`src/rtl/trena_media_if.sv`:
```
// Signal bundle between the trena_media core and its surroundings:
// start/mode/echo inputs and the trigger, result and status outputs.
interface trena_media_if #(
  parameter int DIST_WIDTH = 12
);
  logic                  mensurar;
  logic                  modo_auto;
  logic                  echo;
  logic                  trigger;
  logic [DIST_WIDTH-1:0] distancia;
  logic                  pronto;
  logic                  erro;
  logic [3:0]            db_estado;

  // Environment side: issues starts, selects the mode, returns the echo.
  modport master (
    output mensurar, modo_auto, echo,
    input  trigger, distancia, pronto, erro, db_estado
  );

  // Core side.
  modport slave (
    input  mensurar, modo_auto, echo,
    output trigger, distancia, pronto, erro, db_estado
  );
endinterface

```
`src/rtl/trena_media.sv`:
```
// Ultrasonic distance core: fires the trigger, times the synchronised
// echo, converts the width to centimetres, averages 2^LOG2_SAMPLES
// samples, reports timeouts and can restart itself periodically.
module trena_media #(
  parameter int TRIGGER_CYCLES     = 500,
  parameter int CYCLES_PER_CM      = 2941,
  parameter int DIST_WIDTH         = 12,
  parameter int LOG2_SAMPLES       = 2,
  parameter int GAP_CYCLES         = 3000000,
  parameter int TIMEOUT_CYCLES     = 1500000,
  parameter int AUTO_PERIOD_CYCLES = 25000000
) (
  input logic          clock,
  input logic          reset,
  trena_media_if.slave bus
);

  function automatic int max_of(input int a, input int b);
    return (a > b) ? a : b;
  endfunction

  localparam logic [3:0] OCIOSO    = 4'd0;
  localparam logic [3:0] PREPARA   = 4'd1;
  localparam logic [3:0] TRIGGER   = 4'd2;
  localparam logic [3:0] ESPERA    = 4'd3;
  localparam logic [3:0] MEDE      = 4'd4;
  localparam logic [3:0] ACUMULA   = 4'd5;
  localparam logic [3:0] INTERVALO = 4'd6;
  localparam logic [3:0] FINAL     = 4'd7;
  localparam logic [3:0] ERRO      = 4'd14;

  // One shared phase counter times trigger, echo wait, echo width and gap.
  localparam int CNT_MAX = max_of(max_of(TRIGGER_CYCLES, TIMEOUT_CYCLES), GAP_CYCLES);
  localparam int CNT_W   = $clog2(CNT_MAX + 1);
  localparam int SUB_W   = (CYCLES_PER_CM > 1) ? $clog2(CYCLES_PER_CM) : 1;
  localparam int PER_W   = $clog2(AUTO_PERIOD_CYCLES + 1);
  localparam int ACC_W   = DIST_WIDTH + LOG2_SAMPLES;
  localparam int SMP_W   = LOG2_SAMPLES + 1;

  localparam logic [CNT_W-1:0]      TRIG_LAST = CNT_W'(TRIGGER_CYCLES - 1);
  localparam logic [CNT_W-1:0]      TOUT_LAST = CNT_W'(TIMEOUT_CYCLES - 1);
  localparam logic [CNT_W-1:0]      GAP_LAST  = CNT_W'(GAP_CYCLES - 1);
  localparam logic [SUB_W-1:0]      SUB_LAST  = SUB_W'(CYCLES_PER_CM - 1);
  localparam logic [PER_W-1:0]      PER_LAST  = PER_W'(AUTO_PERIOD_CYCLES - 1);
  localparam logic [SMP_W-1:0]      SMP_TOTAL = SMP_W'(1 << LOG2_SAMPLES);
  localparam logic [DIST_WIDTH-1:0] CM_MAX    = '1;

  logic [3:0]            state;
  logic [3:0]            state_next;
  logic                  echo_m;
  logic                  echo_s;
  logic [CNT_W-1:0]      cnt;
  logic [SUB_W-1:0]      sub;
  logic [DIST_WIDTH-1:0] cm;
  logic [PER_W-1:0]      period;
  logic [ACC_W-1:0]      acc;
  logic [SMP_W-1:0]      samples;
  logic [SMP_W-1:0]      samples_inc;
  logic                  auto_fire;
  logic                  trigger_q;
  logic [DIST_WIDTH-1:0] distancia_q;
  logic                  pronto_q;
  logic                  erro_q;

  assign samples_inc = samples + SMP_W'(1);
  assign auto_fire   = bus.modo_auto && (period == PER_LAST);

  // Next-state selection for the measurement sequence.
  always_comb begin
    // NOTE: default first so every path assigns state_next and no latch is inferred.
    state_next = state;
    case (state)
      OCIOSO:    if (bus.mensurar || auto_fire) state_next = PREPARA;
      PREPARA:   state_next = TRIGGER;
      TRIGGER:   if (cnt == TRIG_LAST) state_next = ESPERA;
      ESPERA: begin
        if (echo_s)                 state_next = MEDE;
        else if (cnt == TOUT_LAST)  state_next = ERRO;
      end
      MEDE: begin
        if (!echo_s)                state_next = ACUMULA;
        else if (cnt == TOUT_LAST)  state_next = ERRO;
      end
      ACUMULA:   state_next = (samples_inc == SMP_TOTAL) ? FINAL : INTERVALO;
      INTERVALO: if (cnt == GAP_LAST) state_next = TRIGGER;
      FINAL:     state_next = OCIOSO;
      ERRO:      state_next = OCIOSO;
      default:   state_next = OCIOSO;
    endcase
  end

  // State, synchroniser, counters, accumulator and registered outputs.
  always_ff @(posedge clock) begin
    // NOTE: reset is synchronous here, and all state uses non-blocking assignments
    // so every register samples values from before this edge.
    if (reset) begin
      state       <= OCIOSO;
      echo_m      <= 1'b0;
      echo_s      <= 1'b0;
      cnt         <= '0;
      sub         <= '0;
      cm          <= '0;
      period      <= '0;
      acc         <= '0;
      samples     <= '0;
      trigger_q   <= 1'b0;
      distancia_q <= '0;
      pronto_q    <= 1'b0;
      erro_q      <= 1'b0;
    end else begin
      echo_m    <= bus.echo;
      echo_s    <= echo_m;
      state     <= state_next;
      trigger_q <= (state_next == TRIGGER);
      pronto_q  <= 1'b0;

      // The ESPERA cycle that sees echo_s rise is the first echo-high cycle.
      if (state == ESPERA && state_next == MEDE)
        cnt <= CNT_W'(1);
      else if (state_next != state)
        cnt <= '0;
      else if (state inside {TRIGGER, ESPERA, MEDE, INTERVALO})
        cnt <= cnt + CNT_W'(1);
      else
        cnt <= '0;

      if (state == OCIOSO && state_next == OCIOSO && bus.modo_auto)
        period <= period + PER_W'(1);
      else
        period <= '0;

      if (state == ESPERA && state_next == MEDE) begin
        if (CYCLES_PER_CM == 1) begin
          sub <= '0;
          cm  <= DIST_WIDTH'(1);
        end else begin
          sub <= SUB_W'(1);
          cm  <= '0;
        end
      end else if (state == MEDE && echo_s) begin
        if (sub == SUB_LAST) begin
          sub <= '0;
          if (cm != CM_MAX) cm <= cm + DIST_WIDTH'(1);
        end else begin
          sub <= sub + SUB_W'(1);
        end
      end

      if (state == PREPARA) begin
        acc     <= '0;
        samples <= '0;
      end else if (state == ACUMULA) begin
        acc     <= acc + ACC_W'(cm);
        samples <= samples_inc;
      end

      if (state == FINAL) begin
        distancia_q <= DIST_WIDTH'(acc >> LOG2_SAMPLES);
        erro_q      <= 1'b0;
        pronto_q    <= 1'b1;
      end else if (state == ERRO) begin
        erro_q   <= 1'b1;
        pronto_q <= 1'b1;
      end
    end
  end

  assign bus.trigger   = trigger_q;
  assign bus.distancia = distancia_q;
  assign bus.pronto    = pronto_q;
  assign bus.erro      = erro_q;
  assign bus.db_estado = state;

endmodule

```
`src/flat_wrapper.sv`:
```
// flat-port wrapper written by rule: the top's interface ports become plain ports
module trena_media_flat 
#(
  parameter int TRIGGER_CYCLES     = 500,
  parameter int CYCLES_PER_CM      = 2941,
  parameter int DIST_WIDTH         = 12,
  parameter int LOG2_SAMPLES       = 2,
  parameter int GAP_CYCLES         = 3000000,
  parameter int TIMEOUT_CYCLES     = 1500000,
  parameter int AUTO_PERIOD_CYCLES = 25000000
)
  (clock, reset, bus_mensurar, bus_modo_auto, bus_echo, bus_trigger, bus_distancia, bus_pronto, bus_erro, bus_db_estado);
  trena_media_if #(.DIST_WIDTH(DIST_WIDTH)) bus_i ();
  input logic clock;
  input logic reset;
  input wire logic [$bits(bus_i.mensurar)-1:0] bus_mensurar;
  input wire logic [$bits(bus_i.modo_auto)-1:0] bus_modo_auto;
  input wire logic [$bits(bus_i.echo)-1:0] bus_echo;
  output wire logic [$bits(bus_i.trigger)-1:0] bus_trigger;
  output wire logic [$bits(bus_i.distancia)-1:0] bus_distancia;
  output wire logic [$bits(bus_i.pronto)-1:0] bus_pronto;
  output wire logic [$bits(bus_i.erro)-1:0] bus_erro;
  output wire logic [$bits(bus_i.db_estado)-1:0] bus_db_estado;
  assign bus_i.mensurar = bus_mensurar;
  assign bus_i.modo_auto = bus_modo_auto;
  assign bus_i.echo = bus_echo;
  assign bus_trigger = bus_i.trigger;
  assign bus_distancia = bus_i.distancia;
  assign bus_pronto = bus_i.pronto;
  assign bus_erro = bus_i.erro;
  assign bus_db_estado = bus_i.db_estado;
  trena_media #(.TRIGGER_CYCLES(TRIGGER_CYCLES), .CYCLES_PER_CM(CYCLES_PER_CM), .DIST_WIDTH(DIST_WIDTH), .LOG2_SAMPLES(LOG2_SAMPLES), .GAP_CYCLES(GAP_CYCLES), .TIMEOUT_CYCLES(TIMEOUT_CYCLES), .AUTO_PERIOD_CYCLES(AUTO_PERIOD_CYCLES)) u_core (.clock(clock), .reset(reset), .bus(bus_i));
endmodule
```
`config.mk`:
```
export PLATFORM = sky130hd
export DESIGN_NAME = trena_media_flat
export DESIGN_NICKNAME = d
export VERILOG_FILES = /design/src/rtl/trena_media_if.sv /design/src/rtl/trena_media.sv /design/src/flat_wrapper.sv
export SDC_FILE = /design/constraint.sdc
export NUM_CORES = 1
export LEC_CHECK = 0
export ABC_AREA = 0
export CAP_MARGIN = 0
export CORE_MARGIN = 4
export CORE_UTILIZATION = 55
export DETAILED_ROUTE_END_ITERATION = 7
export GPL_TIMING_DRIVEN = 0
export HOLD_SLACK_MARGIN = 0.03
export PLACE_DENSITY = 0.73
export SLEW_MARGIN = 20
export SYNTH_ARGS = -nofsm -noshare
export SYNTH_HDL_FRONTEND = slang
export SYNTH_SLANG_ARGS = --single-unit
```
`constraint.sdc`:
```
create_clock -name clock -period 3.85 [get_ports clock]
set_input_delay 0.385 -clock clock [delete_from_list [all_inputs] [get_ports clock]]
set_output_delay 0.385 -clock clock [all_outputs]
set_load 0.005 [all_outputs]
```
# --- Word level (Yosys, flattened, before mapping) ---
# Cells that the tools add are included.
totals:
  elab_cells: 73
  in_bits: 5
  ff_bits: 109
  output_inout_bits: 19
op_classes:
  n_addsub: 6
  eq_ne: 18
  bitwise_logic: 2
  n_mux: 16
  n_reduce_logical: 16
op_table:
  columns: ["cell", "count"]
  rows:
  - ["case mux 4 bit (7 select lines)", 1]
  - ["adder 25 x 1 -> 25 bit, second input constant", 1]
  - ["equality test 25 bit, second input constant", 1]
  - ["adder 12 x 1 -> 12 bit, second input constant", 2]
  - ["2-to-1 mux 4 bit", 6]
  - ["adder 22 x 1 -> 22 bit, second input constant", 1]
  - ["equality test 22 x 21 -> 1 bit, second input constant", 1]
  - ["equality test 22 bit, second input constant", 1]
  - ["equality test 22 x 9 -> 1 bit, second input constant", 1]
  - ["equality test 4 x 3 -> 1 bit, second input constant", 5]
  - ["adder 14 x 12 -> 14 bit", 1]
  - ["equality test 12 bit, second input constant", 1]
  - ["equality test 4 x 2 -> 1 bit, second input constant", 3]
  - ["2-to-1 mux 12 bit", 1]
  - ["inequality test 12 bit, second input constant", 1]
  - ["logical NOT 4 bit", 2]
  - ["2-to-1 mux 1 bit", 8]
  - ["OR reduction 2 bit", 4]
  - ["logical AND 1 bit", 5]
  - ["equality test 4 x 1 -> 1 bit, second input constant", 1]
  - ["equality test 4 bit, second input constant", 1]
  - ["inequality test 4 bit", 1]
  - ["nonzero test 4 bit", 1]
  - ["OR reduction 4 bit", 1]
  - ["6 further kinds", 7]

# --- Logic depth before layout (Yosys ltp) ---
# Gate-level depths: netlist of the first run.
logic_depth:
  depth_word: 10
  mapped_depth: 9
  ltp_nobuf: 9

# --- Worst setup path before layout of the first run ---
# OpenSTA, ideal clock, no wires.
synth_timing:
  kind: "register -> register"
  start: "register u_core.cm[0]"
  end: "register u_core.acc[10]"
  n_path_buf: 0
  setup_slack_ps: 1637
  arrival_time_ps: 2138
  setup_time_ps: 74
  path_stages_with_launch: 10
  required_ps: 3776
  period_less_slack_ps: 2213
  cell_sequence: "dfxtp_1 ha_1 inv_1 fa_1 nor2b_1 o21ai_1 a21boi_1 o21ai_1 or4_1 a31oi_1"
synth_via:
  elab_chain_len: 1
synth_lines:
  columns: ["element", "line", "rtl"]
  rows:
  - ["from (decl)", "trena_media.sv:54", "logic [DIST_WIDTH-1:0] cm;"]
  - ["from (signal assigned)", "trena_media.sv:143", "if (cm != CM_MAX) cm <= cm + DIST_WIDTH'(1);"]
  - ["adder 14 x 12 -> 14 bit", "trena_media.sv:153", "acc <= acc + ACC_W'(cm);"]
  - ["to (signal assigned)", "trena_media.sv:153", null]
  - ["to (decl)", "trena_media.sv:56", "logic [ACC_W-1:0] acc;"]
# No other way between the ends.
# A chain may end at the register's enable or synchronous reset.

# --- Worst setup path in the final report of the first run ---
layout_timing:
  start: "register u_core.state[0], in the netlist u_core.bus.db_estado[0]"
  end: "register u_core.cnt[19]"
layout_via:
  elab_chain_len: 6
  elab_cells_between_ends: 20
  classes_between: "eq/ne (8); mux (7); bitwise (1); reduce/logical (4)"
layout_lines:
  columns: ["element", "line", "rtl"]
  rows:
  - ["from (decl)", "trena_media.sv:48", "logic [3:0] state;"]
  - ["from (signal assigned)", "trena_media.sv:113", "state <= state_next;"]
  - ["2-to-1 mux 4 bit", "trena_media.sv:78, trena_media.sv:82", null]
  - ["2-to-1 mux 4 bit (on tied branches)", "trena_media.sv:81, trena_media.sv:77", null]
  - ["case mux 4 bit (7 select lines)", "trena_media.sv:72", "case (state)"]
  - ["equality test 4 x 3 -> 1 bit", "trena_media.sv:118", "if (state == ESPERA && state_next == MEDE)"]
  - ["logical AND 1 bit", "trena_media.sv:118", null]
  - ["OR reduction 4 bit (no line) *", null, null]
  - ["to (signal assigned)", "trena_media.sv:123", "cnt <= cnt + CNT_W'(1);"]
  - ["to (decl)", "trena_media.sv:52", "logic [CNT_W-1:0] cnt;"]
# Every way passes the cells marked *; elsewhere a longest branch is shown, timed or not.

==> impl_metrics.prom, run 1 <==
# TYPE chip_impl_metric gauge
chip_impl_info{name="timing.critical_path.slowest_stage_cell",value="clkbuf_1"} 1
chip_impl_metric{name="tritoncts_num_sinks",unit=""} 109
chip_impl_metric{name="post_synth_edffs",unit=""} 0
chip_impl_metric{name="drc",unit=""} 0
chip_impl_metric{name="yosysWarningCount",unit=""} 0
chip_impl_info{name="startpoint_type",value="flip-flop"} 1
chip_impl_metric{name="synth.avg_cell_area",unit="um^2"} 8.604
chip_impl_info{name="ys.flop_type",value="dfxtp_1"} 1
chip_impl_info{name="min-delay-path-class",value="flip-flop to flip-flop"} 1
chip_impl_info{name="unrepaired_setup_endpoints_after_global_routing",value="no"} 1
chip_impl_metric{name="fraction_of_synthesis_flops_using_an_asynchronous_set_or_reset_pin",unit="%"} 0
chip_impl_metric{name="grt_max_degree",unit=""} 16
chip_impl_metric{name="timing.critical_path.required",unit="ps"} 4100
chip_impl_metric{name="clk-insertion-delay-late",unit="ps"} 390
chip_impl_info{name="tritoncts",value="built"} 1
chip_impl_metric{name="fp.coreArea",unit="um^2"} 9819
chip_impl_metric{name="detailedPlacementHpwl",unit="um"} 8770
chip_impl_metric{name="number_of_hold_slack_violations_in_the_final_timing_report",unit=""} 0
chip_impl_metric{name="antenna-diode-count",unit=""} 0
chip_impl_metric{name="wire_per_inst",unit="um"} 14.49
chip_impl_metric{name="finalWeightedCongestion",unit=""} 0.9264
chip_impl_metric{name="net_count_final",unit=""} 707
chip_impl_metric{name="synth.yosys.seq_area_share",unit="%"} 39.08
chip_impl_metric{name="std_cell_rows",unit=""} 36
chip_impl_metric{name="report.final.setup_viol",unit=""} 0
chip_impl_metric{name="yosys.area.top_type_share",unit="%"} 39.08
chip_impl_metric{name="critical_path_peak_fanout",unit=""} 10
chip_impl_metric{name="number_of_global_route_vias_before_repair",unit=""} 4350
chip_impl_metric{name="number_of_register_bits_inferred_by_synthesis",unit=""} 109
chip_impl_metric{name="report.final.slew_viol_count",unit=""} 0
chip_impl_metric{name="grt_pass1_wl",unit="um"} 20530
chip_impl_metric{name="syn-cell-area",unit="um^2"} 5584
chip_impl_metric{name="antenna_found_initial",unit=""} 0
chip_impl_info{name="timing.critical_path.cells",value="nor2b_1, clkbuf_1, nand3_1, nand2b_1, clkbuf_1, clkbuf_1, nor3_2"} 1
chip_impl_metric{name="power_density",unit="nW/um^2"} 301.7
chip_impl_metric{name="clockBufferDepth",unit=""} 2
chip_impl_info{name="synth_area_leaders",value="dfxtp_1 (39%), xor2_1 (5.8%), nand2_1 (5.6%)"} 1
chip_impl_metric{name="cts.hold.buffers_added",unit=""} 0
chip_impl_metric{name="htreeDepth",unit=""} 3
chip_impl_metric{name="tightestPinTransition",unit="ps"} 936.3
chip_impl_metric{name="antenna_violating_nets_post_route",unit=""} 0
chip_impl_info{name="critical-path-top-cell-by-count",value="clkbuf_1"} 1
chip_impl_metric{name="drt-initial-drc-count",unit=""} 209
chip_impl_metric{name="cts.reportedPaths.clkPinSlew",unit="ps"} 90
chip_impl_metric{name="finalCriticalPeriod",unit="ps"} 2626
chip_impl_metric{name="die_area",unit="um^2"} 11830
chip_impl_metric{name="synth.net_count",unit=""} 674
chip_impl_metric{name="achievable-frequency",unit="GHz"} 0.3808
chip_impl_metric{name="detailroute.via_count",unit=""} 4570
chip_impl_metric{name="global_route.overflow_total",unit=""} 0
chip_impl_info{name="setup.worst_path.end_class",value="flip-flop"} 1
chip_impl_metric{name="port_buffers",unit=""} 22
chip_impl_metric{name="die_x",unit="um"} 108.8
chip_impl_metric{name="cts.repair_timing.setup_buffer_count",unit=""} 0
chip_impl_metric{name="fin_worst_hold_slack",unit="ps"} 459.2
chip_impl_info{name="crit_path_category",value="flip-flop to flip-flop"} 1
chip_impl_metric{name="grt_use_total",unit="%"} 21.86
chip_impl_info{name="run_status",value="finished clean"} 1
chip_impl_metric{name="layout-area-overhead-vs-synth",unit="%"} 9.769
chip_impl_metric{name="avgViaCountPerCell",unit=""} 5.580
chip_impl_metric{name="nFillCells",unit=""} 916
chip_impl_metric{name="crit_path_largest_cell_delay",unit="ps"} 580
chip_impl_metric{name="post_cts_resize_count",unit=""} 0
chip_impl_metric{name="setup.reg_to_reg.worst_slack",unit="ps"} 1220
chip_impl_metric{name="total_leakage_power",unit="nW"} 2.046
chip_impl_metric{name="fin_crit_sh",unit="%"} 68.21
chip_impl_metric{name="irDropWorstVdd",unit="mV"} 0.2462
chip_impl_metric{name="io_pins",unit=""} 24
chip_impl_metric{name="largest_clock_skew_in_the_final_design",unit="ps"} 11.65
chip_impl_metric{name="drtPass1Iterations",unit=""} 4
chip_impl_metric{name="synth_cell_type_count",unit=""} 59
chip_impl_metric{name="crit_arrival",unit="ps"} 2880
chip_impl_metric{name="share_of_layout_cells_above_drive_strength_1",unit="%"} 8.601
chip_impl_metric{name="layoutNonFillerInstCount",unit=""} 819
chip_impl_metric{name="overall_die_height",unit="um"} 108.8
chip_impl_metric{name="post_route_setup_tns",unit="ps"} 0
chip_impl_metric{name="routed_wire_length",unit="um"} 11870
chip_impl_metric{name="timing.max_cap.violations",unit=""} 0
chip_impl_info{name="post-synth-top-area-cell",value="dfxtp_1"} 1
chip_impl_metric{name="cts-buffers-inserted",unit=""} 9
chip_impl_metric{name="slew_headroom",unit="%"} 37.29
chip_impl_metric{name="synthesized_instance_count",unit=""} 649
chip_impl_info{name="root_buffer",value="clkbuf_8"} 1
chip_impl_metric{name="floorplan.initialDensity",unit="%"} 56.87
chip_impl_metric{name="placed_cells",unit=""} 804
==> layout make-up <==
class	instances	area, um^2	share of cell area, %
well taps	133	166.4	2.715
multi-input cells	499	3223	52.58
repair buffers	22	220.2	3.593
clock buffers	13	148.9	2.429
inverters	17	63.81	1.041
clock inverters	2	10.01	0.1633
plain buffers	24	115.1	1.878
flip-flops and latches	109	2182	35.60
==> layer usage <==
metal / global-route usage (%) / wire length [um] / vias up
li1: - / - / 2321
met1: 27.78 / 5522 / 2134
met2: 34.77 / 5429 / 99
met3: 7.578 / 666 / 16
met4: 7.214 / 249 / 0
met5: 0 / 0 / -
==> cell families after synthesis <==
| family | share of synthesized area [%] |
|---|---|
| fa+ha+maj | 4.616 |
| xor+xnor | 10.98 |
| compound gates | 10.80 |
| flops | 39.08 |
| simple gates | 30.61 |
| buf+inv | 3.204 |
| mux | 0.7170 |
==> path summary, 6_finish.rpt <==
check / from / to / cells after the start
setup reg to reg: u_core.bus.db_estado[0] / u_core.cnt[19] / 7
setup / recovery: u_core.bus.db_estado[0] / u_core.cnt[19] / 7
hold / removal: u_core.bus.distancia[11] / u_core.bus.distancia[11] / 2
hold reg to reg: u_core.bus.distancia[11] / u_core.bus.distancia[11] / 2
==> Yosys cell counts (2+ instances only) <==
cell and n:
a211oi_1 6, a211oi_2 2, a21o_1 3, a21oi_1 34, a31o_1 3, a31oi_1 6, and2_1 5, and3_1 17
and4_1 5, buf_2 2, buf_6 3, clkbuf_1 19, dfxtp_1 109, ha_1 19, inv_1 17, mux2i_1 4
nand2_1 83, nand3_1 33, nand4_1 17, nand4b_1 3, nor2_1 81, nor2_2 5, nor2b_1 10, nor3_1 12
nor3_2 18, nor4_1 6, nor4_2 6, nor4bb_1 2, o211ai_1 3, o21a_1 2, o21ai_0 9, o21ai_1 2
o31ai_1 2, or2_2 2, or3_1 4, or4_1 3, or4_4 2, xnor2_1 33, xor2_1 37
==> worst max-delay path: cells and delay by family (launching register included) <==
kind	cells	cell delay, ps
simple gates	4	710
flops	1	420
buf+inv	3	1370
==> metrics by stage <==
step / cell area (um^2) / power [mW] / worst slack [ps] / util, %
6_report: 6130 / 1.849 / 1224 / 62.42
5_1_grt: 6130 / 1.927 / 997.9 / 62.42
4_1_cts: 6130 / 1.870 / 1255 / 62.42
3_5_place_dp: 5971 / 1.255 / 1264 / 60.81
3_3_place_gp: 5971 / 1.255 / 1326 / 60.81
2_1_floorplan: 5584 / 1.226 / 1637 / -
==> state kept, by name, indices dropped and copies added, names as in the netlist <==
signal	cells
u_core.bus.distancia	12
u_core.bus.erro	1
u_core.samples	3
u_core.bus.db_estado	4
u_core.sub	12
u_core.bus.pronto	1
u_core.echo_m	1
u_core.period	25
u_core.bus.trigger	1
u_core.echo_s	1
u_core.cnt	22
u_core.cm	12
u_core.acc	14
==> power breakdown <==
group	switching, mW	total, mW	internal (mW)	leakage [nW]
Clock	0.371	0.619	0.249	0.0833
Combinational	0.0636	0.0935	0.0298	1.08
Sequential	0.00459	1.14	1.13	0.879
==> cells in the final DEF (no fill, tap or decap), types with 4 or more instances in the layout <==
cell type          n
a211oi_1           6
and2_1             5
clkbuf_1          22
nand2_1           83
nor4_2             6
nand4_1           17
clkdlybuf4s50_1   22
and4_1             5
nand3_1           33
dfxtp_1          109
nor3_2            18
or3_1              4
nor3_1            12
xor2_1            37
and3_1            17
clkbuf_8          10
o21ai_0            9
nor4_1             6
ha_1              19
a31oi_1            6
nor2b_1           10
inv_1             17
nor2_2             5
mux2i_1            4
a21oi_1           34
xnor2_1           33
nor2_1            81
No activity file was read; power rests on OpenSTA's default activity.
==> run 2: changes to the inputs <==
--- a/config.mk
+++ b/config.mk
@@ -12,7 +12,7 @@
 export DETAILED_ROUTE_END_ITERATION = 7
 export GPL_TIMING_DRIVEN = 0
 export HOLD_SLACK_MARGIN = 0.03
-export PLACE_DENSITY = 0.73
+export PLACE_DENSITY = 0.76
 export SLEW_MARGIN = 20
 export SYNTH_ARGS = -nofsm -noshare
 export SYNTH_HDL_FRONTEND = slang
==> constraint.sdc (replaced) <==
create_clock -name clock -period 2.11 [get_ports clock]
set_input_delay 0.211 -clock clock [delete_from_list [all_inputs] [get_ports clock]]
set_output_delay 0.211 -clock clock [all_outputs]
set_load 0.005 [all_outputs]
==> run 2 against run 1 <==
The run now ends with setup timing left. Core utilization is 8.0 points higher. Sequential power grew 82%. Clock skew grew 7.7 ps. Highest routed layer unchanged.
==> impl_metrics.prom, run 2 (synthesis results as in run 1) <==
# TYPE chip_impl_metric gauge
chip_impl_metric{name="antenna-diode-count",unit=""} 0
chip_impl_metric{name="number_of_flip_flops_in_the_largest_register",unit=""} 25
chip_impl_metric{name="clk-insertion-delay-late",unit="ps"} 400
chip_impl_info{name="timing.critical_path.cells",value="nand4b_1, or4_4, o41ai_4, a211oi_2, a31oi_4, buf_12, clkbuf_16, nor3_2"} 1
chip_impl_metric{name="grt_use_total",unit="%"} 22.76
chip_impl_metric{name="timing.reg2reg.worst_path_depth",unit=""} 8
chip_impl_metric{name="drt-initial-drc-count",unit=""} 296
chip_impl_info{name="regToRegStartpoint",value="u_core.cnt[6]"} 1
chip_impl_metric{name="report.final.slew_viol_count",unit=""} 0
chip_impl_metric{name="number_of_global_route_vias_before_repair",unit=""} 4545
chip_impl_metric{name="htreeDepth",unit=""} 3
chip_impl_info{name="startpoint_type",value="flip-flop"} 1
chip_impl_info{name="tritoncts",value="built"} 1
chip_impl_metric{name="setup.reg_to_reg.worst_slack",unit="ps"} -150
chip_impl_metric{name="detailroute.via_count",unit=""} 4949
chip_impl_metric{name="number_of_logic_stages_on_the_critical_path_including_buffering",unit=""} 8
chip_impl_metric{name="global_route.overflow_total",unit=""} 0
chip_impl_metric{name="detailedPlacementHpwl",unit="um"} 8987
chip_impl_metric{name="tightestPinTransition",unit="ps"} 809.2
chip_impl_metric{name="grt_pass1_wl",unit="um"} 21420
chip_impl_metric{name="antenna_violating_nets_post_route",unit=""} 0
chip_impl_metric{name="cts-buffers-inserted",unit=""} 9
chip_impl_info{name="path_delay_family",value="compound AO/OA/AOI/OAI gates"} 1
chip_impl_metric{name="nFillCells",unit=""} 763
chip_impl_metric{name="die_x",unit="um"} 108.8
chip_impl_metric{name="io_pins",unit=""} 24
chip_impl_metric{name="design_power_total",unit="mW"} 3.710
chip_impl_metric{name="net_count_final",unit=""} 739
chip_impl_info{name="min-delay-path-class",value="input pin to flip-flop"} 1
chip_impl_metric{name="finalWeightedCongestion",unit=""} 0.9106
chip_impl_info{name="root_buffer",value="clkbuf_8"} 1
chip_impl_metric{name="overall_die_height",unit="um"} 108.8
chip_impl_metric{name="cts.reportedPaths.clkPinSlew",unit="ps"} 110
chip_impl_metric{name="crit_arrival",unit="ps"} 2530
chip_impl_metric{name="power_density",unit="nW/um^2"} 536.8
chip_impl_metric{name="irDropWorstVdd",unit="mV"} 0.5184
chip_impl_info{name="run_status",value="finished, violations left"} 1
chip_impl_metric{name="tritoncts_num_sinks",unit=""} 109
chip_impl_info{name="mostFrequentLayoutCell",value="dfxtp_1"} 1
chip_impl_metric{name="cts.hold.buffers_added",unit=""} 0
chip_impl_metric{name="fp.coreArea",unit="um^2"} 9819
chip_impl_metric{name="number_of_hold_slack_violations_in_the_final_timing_report",unit=""} 0
chip_impl_info{name="failed_checks",value="setup timing"} 1
chip_impl_metric{name="fin_worst_hold_slack",unit="ps"} 350.5
chip_impl_info{name="worstReg2RegEnd",value="u_core.cnt[8]"} 1
chip_impl_metric{name="layout-area-overhead-vs-synth",unit="%"} 23.77
chip_impl_metric{name="floorplan.initialDensity",unit="%"} 56.87
chip_impl_info{name="setup.worst_path.end_class",value="flip-flop"} 1
chip_impl_metric{name="cp_num_buf_inv",unit=""} 2
chip_impl_metric{name="port_buffers",unit=""} 22
chip_impl_metric{name="timing.max_cap.violations",unit=""} 0
chip_impl_info{name="critPathLaunch",value="u_core.cnt[6]"} 1
chip_impl_metric{name="wire_per_inst",unit="um"} 16.27
chip_impl_metric{name="utilization_of_the_core_after_routing",unit="%"} 70.39
chip_impl_info{name="unrepaired_setup_endpoints_after_global_routing",value="yes"} 1
chip_impl_info{name="reg_top3",value="u_core.period (25), u_core.cnt (22), u_core.acc (14)"} 1
chip_impl_metric{name="antenna_found_initial",unit=""} 0
chip_impl_info{name="crit_path_category",value="flip-flop to flip-flop"} 1
chip_impl_metric{name="setup_slack",unit="ps"} -152.0
chip_impl_metric{name="avgViaCountPerCell",unit=""} 5.809
chip_impl_metric{name="finalCriticalPeriod",unit="ps"} 2262
chip_impl_metric{name="slew_headroom",unit="%"} 45.80
chip_impl_info{name="crit_end",value="u_core.cnt[8]"} 1
chip_impl_metric{name="share_of_layout_cells_above_drive_strength_1",unit="%"} 20.86
chip_impl_metric{name="largest_clock_skew_in_the_final_design",unit="ps"} 19.31
chip_impl_metric{name="total_leakage_power",unit="nW"} 2.404
chip_impl_info{name="registers.top_by_ff_count",value="u_core.period"} 1
chip_impl_metric{name="routed_wire_length",unit="um"} 13860
chip_impl_metric{name="drtPass1Iterations",unit=""} 7
chip_impl_info{name="timing.critical_path.slowest_stage_cell",value="or4_4"} 1
chip_impl_metric{name="die_area",unit="um^2"} 11830
chip_impl_metric{name="grt_max_degree",unit=""} 18
chip_impl_metric{name="post_route_setup_tns",unit="ps"} -2917
chip_impl_metric{name="timing.critical_path.required",unit="ps"} 2380
chip_impl_metric{name="fin_crit_sh",unit="%"} 107.2
chip_impl_metric{name="placement.cell_area",unit="um^2"} 5978
chip_impl_info{name="most-common-layout-cells",value="dfxtp_1 (92), nand2_1 (83), nor2_1 (80), xor2_1 (37), xnor2_1 (33)"} 1
chip_impl_metric{name="crit_path_largest_cell_delay",unit="ps"} 460
chip_impl_metric{name="std_cell_rows",unit=""} 36
chip_impl_metric{name="finalInstanceArea",unit="um^2"} 6912
chip_impl_metric{name="critical_path_peak_fanout",unit=""} 5
chip_impl_metric{name="clockBufferDepth",unit=""} 2
chip_impl_metric{name="drc",unit=""} 0
chip_impl_metric{name="achievable-frequency",unit="GHz"} 0.4421
chip_impl_metric{name="report.final.setup_viol",unit=""} 23
## run 2: cell types whose count changed in the layout (fill, tap and decap cells not counted), moves of 6 or more
cell	change
dfxtp_1	-17
clkbuf_2	+7
dfxtp_2	+13
nor3_4	+7
buf_4	+27
nor4_4	+6
clkbuf_1	-12
## run 2: per-stage QoR
stage	setup slack, ps	cells
after floorplan	4.885	649
after global placement	-304.6	804
after detailed placement	-378.7	804
after CTS	-52.58	834
after global routing	-209.6	852
final	-152.0	852
## run 2: how the worst min path moves through the flow
stage | from | cells after the start | endpoint
3_3_place_gp | u_core.echo_m | 1 | u_core.echo_s
3_5_place_dp | u_core.echo_m | 1 | u_core.echo_s
4_1_cts | bus_echo | 2 | u_core.echo_m
6_report | bus_echo | 2 | u_core.echo_m
2_1_floorplan | bus_echo | 1 | u_core.echo_m
5_1_grt | bus_echo | 2 | u_core.echo_m
## run 2: layout make-up
class / instances / area (um^2) / area share [%]
multi-input cells: 499 / 3548 / 51.34
clock buffers: 10 / 127.6 / 1.846
flip-flops and latches: 109 / 2213 / 32.02
inverters: 17 / 63.81 / 0.9232
repair buffers: 55 / 544.3 / 7.875
clock inverters: 6 / 86.33 / 1.249
plain buffers: 23 / 161.4 / 2.335
well taps: 133 / 166.4 / 2.408
## run 2: where the power goes
group | internal, mW | total (mW) | switching [mW]
clock network | 0.669 | 1.39 | 0.719
registers | 2.06 | 2.07 | 0.00893
logic | 0.101 | 0.250 | 0.149
## run 2: repair_timing
action | 4_1_cts | 5_1_grt
buffers inserted | 15 | 16
endpoints found under the setup margin | 74 | 78
cloned | 0 | 5
resized for setup | 38 | 66
pin swaps | 10 | 45
## run 2: metal layers
metal	part of all wire, %	track usage [%]
met1	42	29.96
met5	0	0
met3	5.8	5.625
met4	2.3	7.394
met2	50	36.76
